$ cat config.mk
export PLATFORM = sky130hd
export DESIGN_NAME = msk_ct_out_buffer
export DESIGN_NICKNAME = d
export VERILOG_FILES = /design/src/rtl/msk_ct_out_buffer.sv
export SDC_FILE = /design/constraint.sdc
export NUM_CORES = 1
export LEC_CHECK = 0
export CAP_MARGIN = 20
export CORE_MARGIN = 3
export CORE_UTILIZATION = 40
export CTS_CLUSTER_DIAMETER = 150
export CTS_CLUSTER_SIZE = 40
export DETAILED_ROUTE_END_ITERATION = 6
export PLACE_DENSITY_LB_ADDON = 0.08
export SLEW_MARGIN = 25
export SYNTH_ARGS = -nofsm -noshare
export SYNTH_HDL_FRONTEND = slang
export SYNTH_SLANG_ARGS = --single-unit
$ cat constraint.sdc
create_clock -name clk -period 28.4 [get_ports clk]
set_input_delay 2.84 -clock clk [delete_from_list [all_inputs] [get_ports clk]]
set_output_delay 2.84 -clock clk [all_outputs]
set_load 0.01 [all_outputs]
$ cat src/rtl/msk_ct_out_buffer.sv
// Masked ciphertext output buffer.
// Collects 128-bit masked ciphertexts (d shares per bit) from the masked core
// and hands them downstream as four 32-bit masked words. Share groups are
// never recombined: storage, word selection and output all move whole
// d-share groups. A reservation counter tracks launched encryptions so the
// core only starts work whose result is guaranteed a slot.
//
// Handshake: a word moves downstream in every cycle where out_valid and
// out_ready are both high. out_valid never waits on out_ready, and out_data
// and out_last stay stable while out_valid is high and out_ready is low.
module msk_ct_out_buffer #(
  parameter int d     = 2,
  parameter int DEPTH = 2
) (
  input  logic              clk,
  input  logic              nrst,
  input  logic              launch,
  output logic              credit_ok,
  input  logic              in_valid,
  input  logic [128*d-1:0]  in_data,
  output logic              out_valid,
  input  logic              out_ready,
  output logic [32*d-1:0]   out_data,
  output logic              out_last,
  output logic              err
);

  localparam int EW = 128 * d;
  localparam int WW = 32 * d;
  localparam int PW = (DEPTH > 1) ? $clog2(DEPTH) : 1;
  localparam int CW = $clog2(DEPTH + 1);
  localparam logic [PW-1:0] LAST_PTR = PW'(DEPTH - 1);
  localparam logic [CW:0]   DEPTH_W  = (CW + 1)'(DEPTH);

  logic [EW-1:0] mem [DEPTH];
  logic [PW-1:0] wp;
  logic [PW-1:0] rp;
  logic [CW-1:0] cnt;
  logic [CW-1:0] res;
  logic [1:0]    widx;
  logic          err_q;

  logic [CW:0]   occ;
  logic          full;
  logic          res_zero;
  logic          hs;
  logic          pop;
  logic          cap;
  logic          ovf;
  logic          launch_ok;
  logic          res_dec;
  logic          err_set;
  logic [EW-1:0] cur;
  logic [WW-1:0] word;

  // Ring pointer advance modulo DEPTH.
  function automatic logic [PW-1:0] next_ptr(input logic [PW-1:0] p);
    return (p == LAST_PTR) ? '0 : p + PW'(1);
  endfunction

  // Credit counts both stored entries and encryptions still in flight.
  assign occ       = {1'b0, cnt} + {1'b0, res};
  assign credit_ok = (occ < DEPTH_W);

  assign full      = ({1'b0, cnt} == DEPTH_W);
  assign res_zero  = (res == '0);
  assign out_valid = (cnt != '0);
  assign hs        = out_valid & out_ready;
  // Final word of the head entry leaves: that entry's slot is freed.
  assign pop       = hs & (widx == 2'd3);
  // A full buffer still accepts a ciphertext when its head leaves this cycle.
  assign cap       = in_valid & (~full | pop);
  assign ovf       = in_valid & full & ~pop;

  assign launch_ok = launch & credit_ok;
  assign res_dec   = in_valid & ~res_zero;

  // Protocol violations: launch without credit, unreserved ciphertext, overflow.
  assign err_set   = (launch & ~credit_ok) | (in_valid & res_zero) | ovf;

  assign cur       = mem[rp];

  // Word selection on whole share groups of the head entry.
  always_comb begin
    word = '0;
    case (widx)
      2'd0: word = cur[0*WW +: WW];
      2'd1: word = cur[1*WW +: WW];
      2'd2: word = cur[2*WW +: WW];
      2'd3: word = cur[3*WW +: WW];
      default: word = '0;
    endcase
  end

  // Empty buffer drives the all-zero sharing rather than stale data.
  assign out_data = out_valid ? word : '0;
  assign out_last = out_valid & (widx == 2'd3);
  assign err      = err_q;

  // Ring pointers, occupancy and word index.
  always_ff @(posedge clk) begin
    if (!nrst) begin
      wp   <= '0;
      rp   <= '0;
      cnt  <= '0;
      widx <= '0;
    end else begin
      if (cap) wp <= next_ptr(wp);
      if (pop) rp <= next_ptr(rp);
      if (hs)  widx <= widx + 2'd1;
      case ({cap, pop})
        2'b10:   cnt <= cnt + CW'(1);
        2'b01:   cnt <= cnt - CW'(1);
        default: cnt <= cnt;
      endcase
    end
  end

  // Reservation counter: launches in flight whose ciphertext is still due.
  always_ff @(posedge clk) begin
    if (!nrst) begin
      res <= '0;
    end else begin
      case ({launch_ok, res_dec})
        2'b10:   res <= res + CW'(1);
        2'b01:   res <= res - CW'(1);
        default: res <= res;
      endcase
    end
  end

  // Entry storage: departing entries are wiped to zero; a coincident capture
  // into the same slot (full ring, wp == rp) is written last and wins.
  always_ff @(posedge clk) begin
    if (!nrst) begin
      for (int i = 0; i < DEPTH; i++) mem[i] <= '0;
    end else begin
      if (pop) mem[rp] <= '0;
      if (cap) mem[wp] <= in_data;
    end
  end

  // Sticky error flag, cleared only by reset.
  always_ff @(posedge clk) begin
    if (!nrst) begin
      err_q <= 1'b0;
    end else if (err_set) begin
      err_q <= 1'b1;
    end
  end

endmodule
==> results.toml <==
[cts]
postCtsResizedCells = 0
cts.path.max_buffers = 3
hold_buffers = 0
cts_made_buffers = 17
clock-sinks = 522
cts_tree = "done"
cts_setup_buffers = 0
clkTransAtPathRegs_ns = 0.15
root_buffer = "clkbuf_16"
clkLatencyLatePin_ns = 0.58
h-tree-depth = 1

[sta]
finalSetupViolCount = 0
timing.final.hold_violations = 0
setup-tns-final_ns = 0
rsz0062_at_grt = "false"
whs_ns = 0.517
final-max-slew-violation-count = 0
relSlewSlack_pct = 34.2
fin_worst_skew_ns = 0.0598
worst_pin_slew_ns = 0.988
fmax_ghz = 0.147
min_period_ns = 6.79
min_period_over_period_pct = 23.9

[synthesis]
synth.area.mux_share_pct = 2.79
synth_area_per_cell_um2 = 13.0
synthAdderAreaFrac_pct = 0.407
synth_compound_area_share_pct = 6.95
yosysWarnings = 0
synthFlopType = "edfxtp_1"
synth_top_family_by_area = "simple AND/OR/NAND/NOR gates"
syn-cell-area_um2 = 23300
synth_edf_count = 512
netlist_instances = 1797
synth_cell_type_count = 30
yosysSeqAreaShare_pct = 66.7
yosys.area_share.simple_pct = 19.3
ys_ff_latch = 522
syn_nets = 2065
ys_async_sr_fraction_pct = 0
synthXorXnorAreaFrac_pct = 0.188

[floorplanning]
core_um2 = 57000
start_util_pct = 40.9
die_y_um = 248
rows = 87
die_area_um2 = 61300
ioPinCount = 329
die_w_um = 248

[drt]
vias_per_cell = 5.73
wl_um = 66800
final_antenna_net_count = 0
drc = 0
wl_per_cell_um = 24.3
first_pass_iters = 7
drt_iter0_drc = 1278
dr_total_vias = 15724

[placed_design]
dp_hpwl_um = 37800
dpl_cell_area_um2 = 27100
gp_congestion = 0.741
io_buffers = 328

[global_routing]
busiest_layer = "met2"
grt_pass1_wl_um = 98300
grt_overflow = 0
antenna_found_initial = 4
grtUsageMet2_pct = 35.1
met1_usage_pct = 30.3
grt.met3_usage_pct = 2.21
track_usage_pct = 21.1
grt_max_degree = 155
grt_pass1_vias = 15437

[worst_setup_path]
critPathKind = "flop to output pin"
required_ns = 25.56
cp.arrival_ns = 3.95
critPathLaunchType = "flop"
critical_path.max_fanout = 36
cp-end-kind = "output pin"

[cells_and_area]
num-fill-cells = 5112
multi_input_area_um2 = 7010
regArea_um2 = 15600
postLayoutCellArea_um2 = 27600
syn_to_final_growth_pct = 18.4
fin_nets = 2245
drive_gt1_share_pct = 3.02

[status]
status = "finished clean"

[power]
p_per_area_nw_per_um2 = 56.1
power_leakage_nw = 11.0
vdd.ir_drop.worst_uv = 37.9

[min_path]
hold_class = "flop to flop"

[run]
drv_cap = 0
## placed cells by master, fill, tap and decap left out, types with 3 or more instances in the layout
cell | Yosys | routed
nor2_1 | 6 | 4
buf_4 | 1 | 14
o21ai_0 | 3 | 3
clkbuf_16 | 0 | 17
xnor2_1 | 3 | 3
clkbuf_1 | 112 | 11
mux2i_1 | 64 | 64
a21oi_1 | 7 | 7
a22oi_1 | 128 | 128
ha_4 | 0 | 4
nand3_1 | 65 | 65
edfxtp_1 | 512 | 512
and3_1 | 576 | 576
nand2_1 | 135 | 135
dfxtp_1 | 10 | 9
buf_6 | 0 | 8
a32oi_1 | 64 | 64
inv_1 | 6 | 6
clkdlybuf4s50_1 | 0 | 328
## routing by layer
layer	up-vias	wire length, um
li1	7272	-
met1	7963	29600
met2	438	32800
met3	47	3490
met4	4	925
met5	-	23
## worst max-delay path, stage by stage (launching register included)
cell             delay (ns)
dfxtp_4                0.89
buf_4                  0.70
nor2_4                 0.06
buf_4                  0.31
buf_16                 0.28
a32oi_1                0.21
and3_1                 0.29
clkdlybuf4s50_1        0.57
## path summary, 6_finish.rpt
| check | startpoint | end | slack [ns] | cells after the start |
|---|---|---|---|---|
| worst max-delay path | flop | out_data[19] | 21.61 | 7 |
| worst min-delay path | res[1] | res[1] | 0.52 | 2 |
| worst max register to register | widx[1] | mem[0][181] | 23.28 | 8 |
| worst min register to register | res[1] | res[1] | 0.52 | 2 |
## report_power, final
group / total (W) / internal, W / switching, W / leakage [nW]
logic: 0.000261 / 0.000104 / 0.000157 / 5.25
clock network: 0.000348 / 0.000118 / 0.000230 / 0.238
registers: 0.000941 / 0.000922 / 0.0000187 / 5.53
total: 0.00155 / 0.00114 / 0.000406 / 11.0
## cell usage after synthesis (6+ instances only)
cell type,number,area [um2]
mux2i_1,64,641
inv_1,6,22.5
buf_1,10,37.5
buf_2,69,345
a22oi_1,128,961
ha_1,6,75.1
nand2_1,135,507
edfxtp_1,512,15400
and3_1,576,3600
clkbuf_1,112,420
nand3_1,65,325
a21oi_1,7,35.0
dfxtp_1,10,200
a32oi_1,64,561
nor2_1,6,22.5
## cell families after synthesis
kind of cell | Yosys count
AOI/OAI and AO/OA | 207
DFF | 522
and+or+nand+nor | 791
adders and majority gates | 7
muxes | 65
xor gates and xnor gates | 5
buffers and inverters | 200
## sequential cells by signal (all words and copies together) (netlist names), named ones only
name / cells
mem: 512
widx: 2
wp: 1
rp: 1
cnt: 2
err: 1
res: 2
## layout make-up
cell class,count,area share (%)
clock buffer,28,1.69
antenna,2,0.0181
multi-input combinational,1075,25.4
sequential,522,56.4
timing repair buffer,353,12.9
clock inverter,2,0.140
tap,756,3.42
inverter,8,0.109
## metrics by stage
step	cells	worst slack, ns	utilization, %	total power (W)
after floorplan	1797	12.28	-	0.00110
after global placement	2712	21.77	47.4	0.00122
after detailed placement	2713	21.67	47.5	0.00122
after CTS	2743	21.50	48.4	0.00156
after global routing	2746	21.42	48.4	0.00161
final	2746	21.61	48.4	0.00155
No activity file was read; power rests on OpenSTA's default activity.
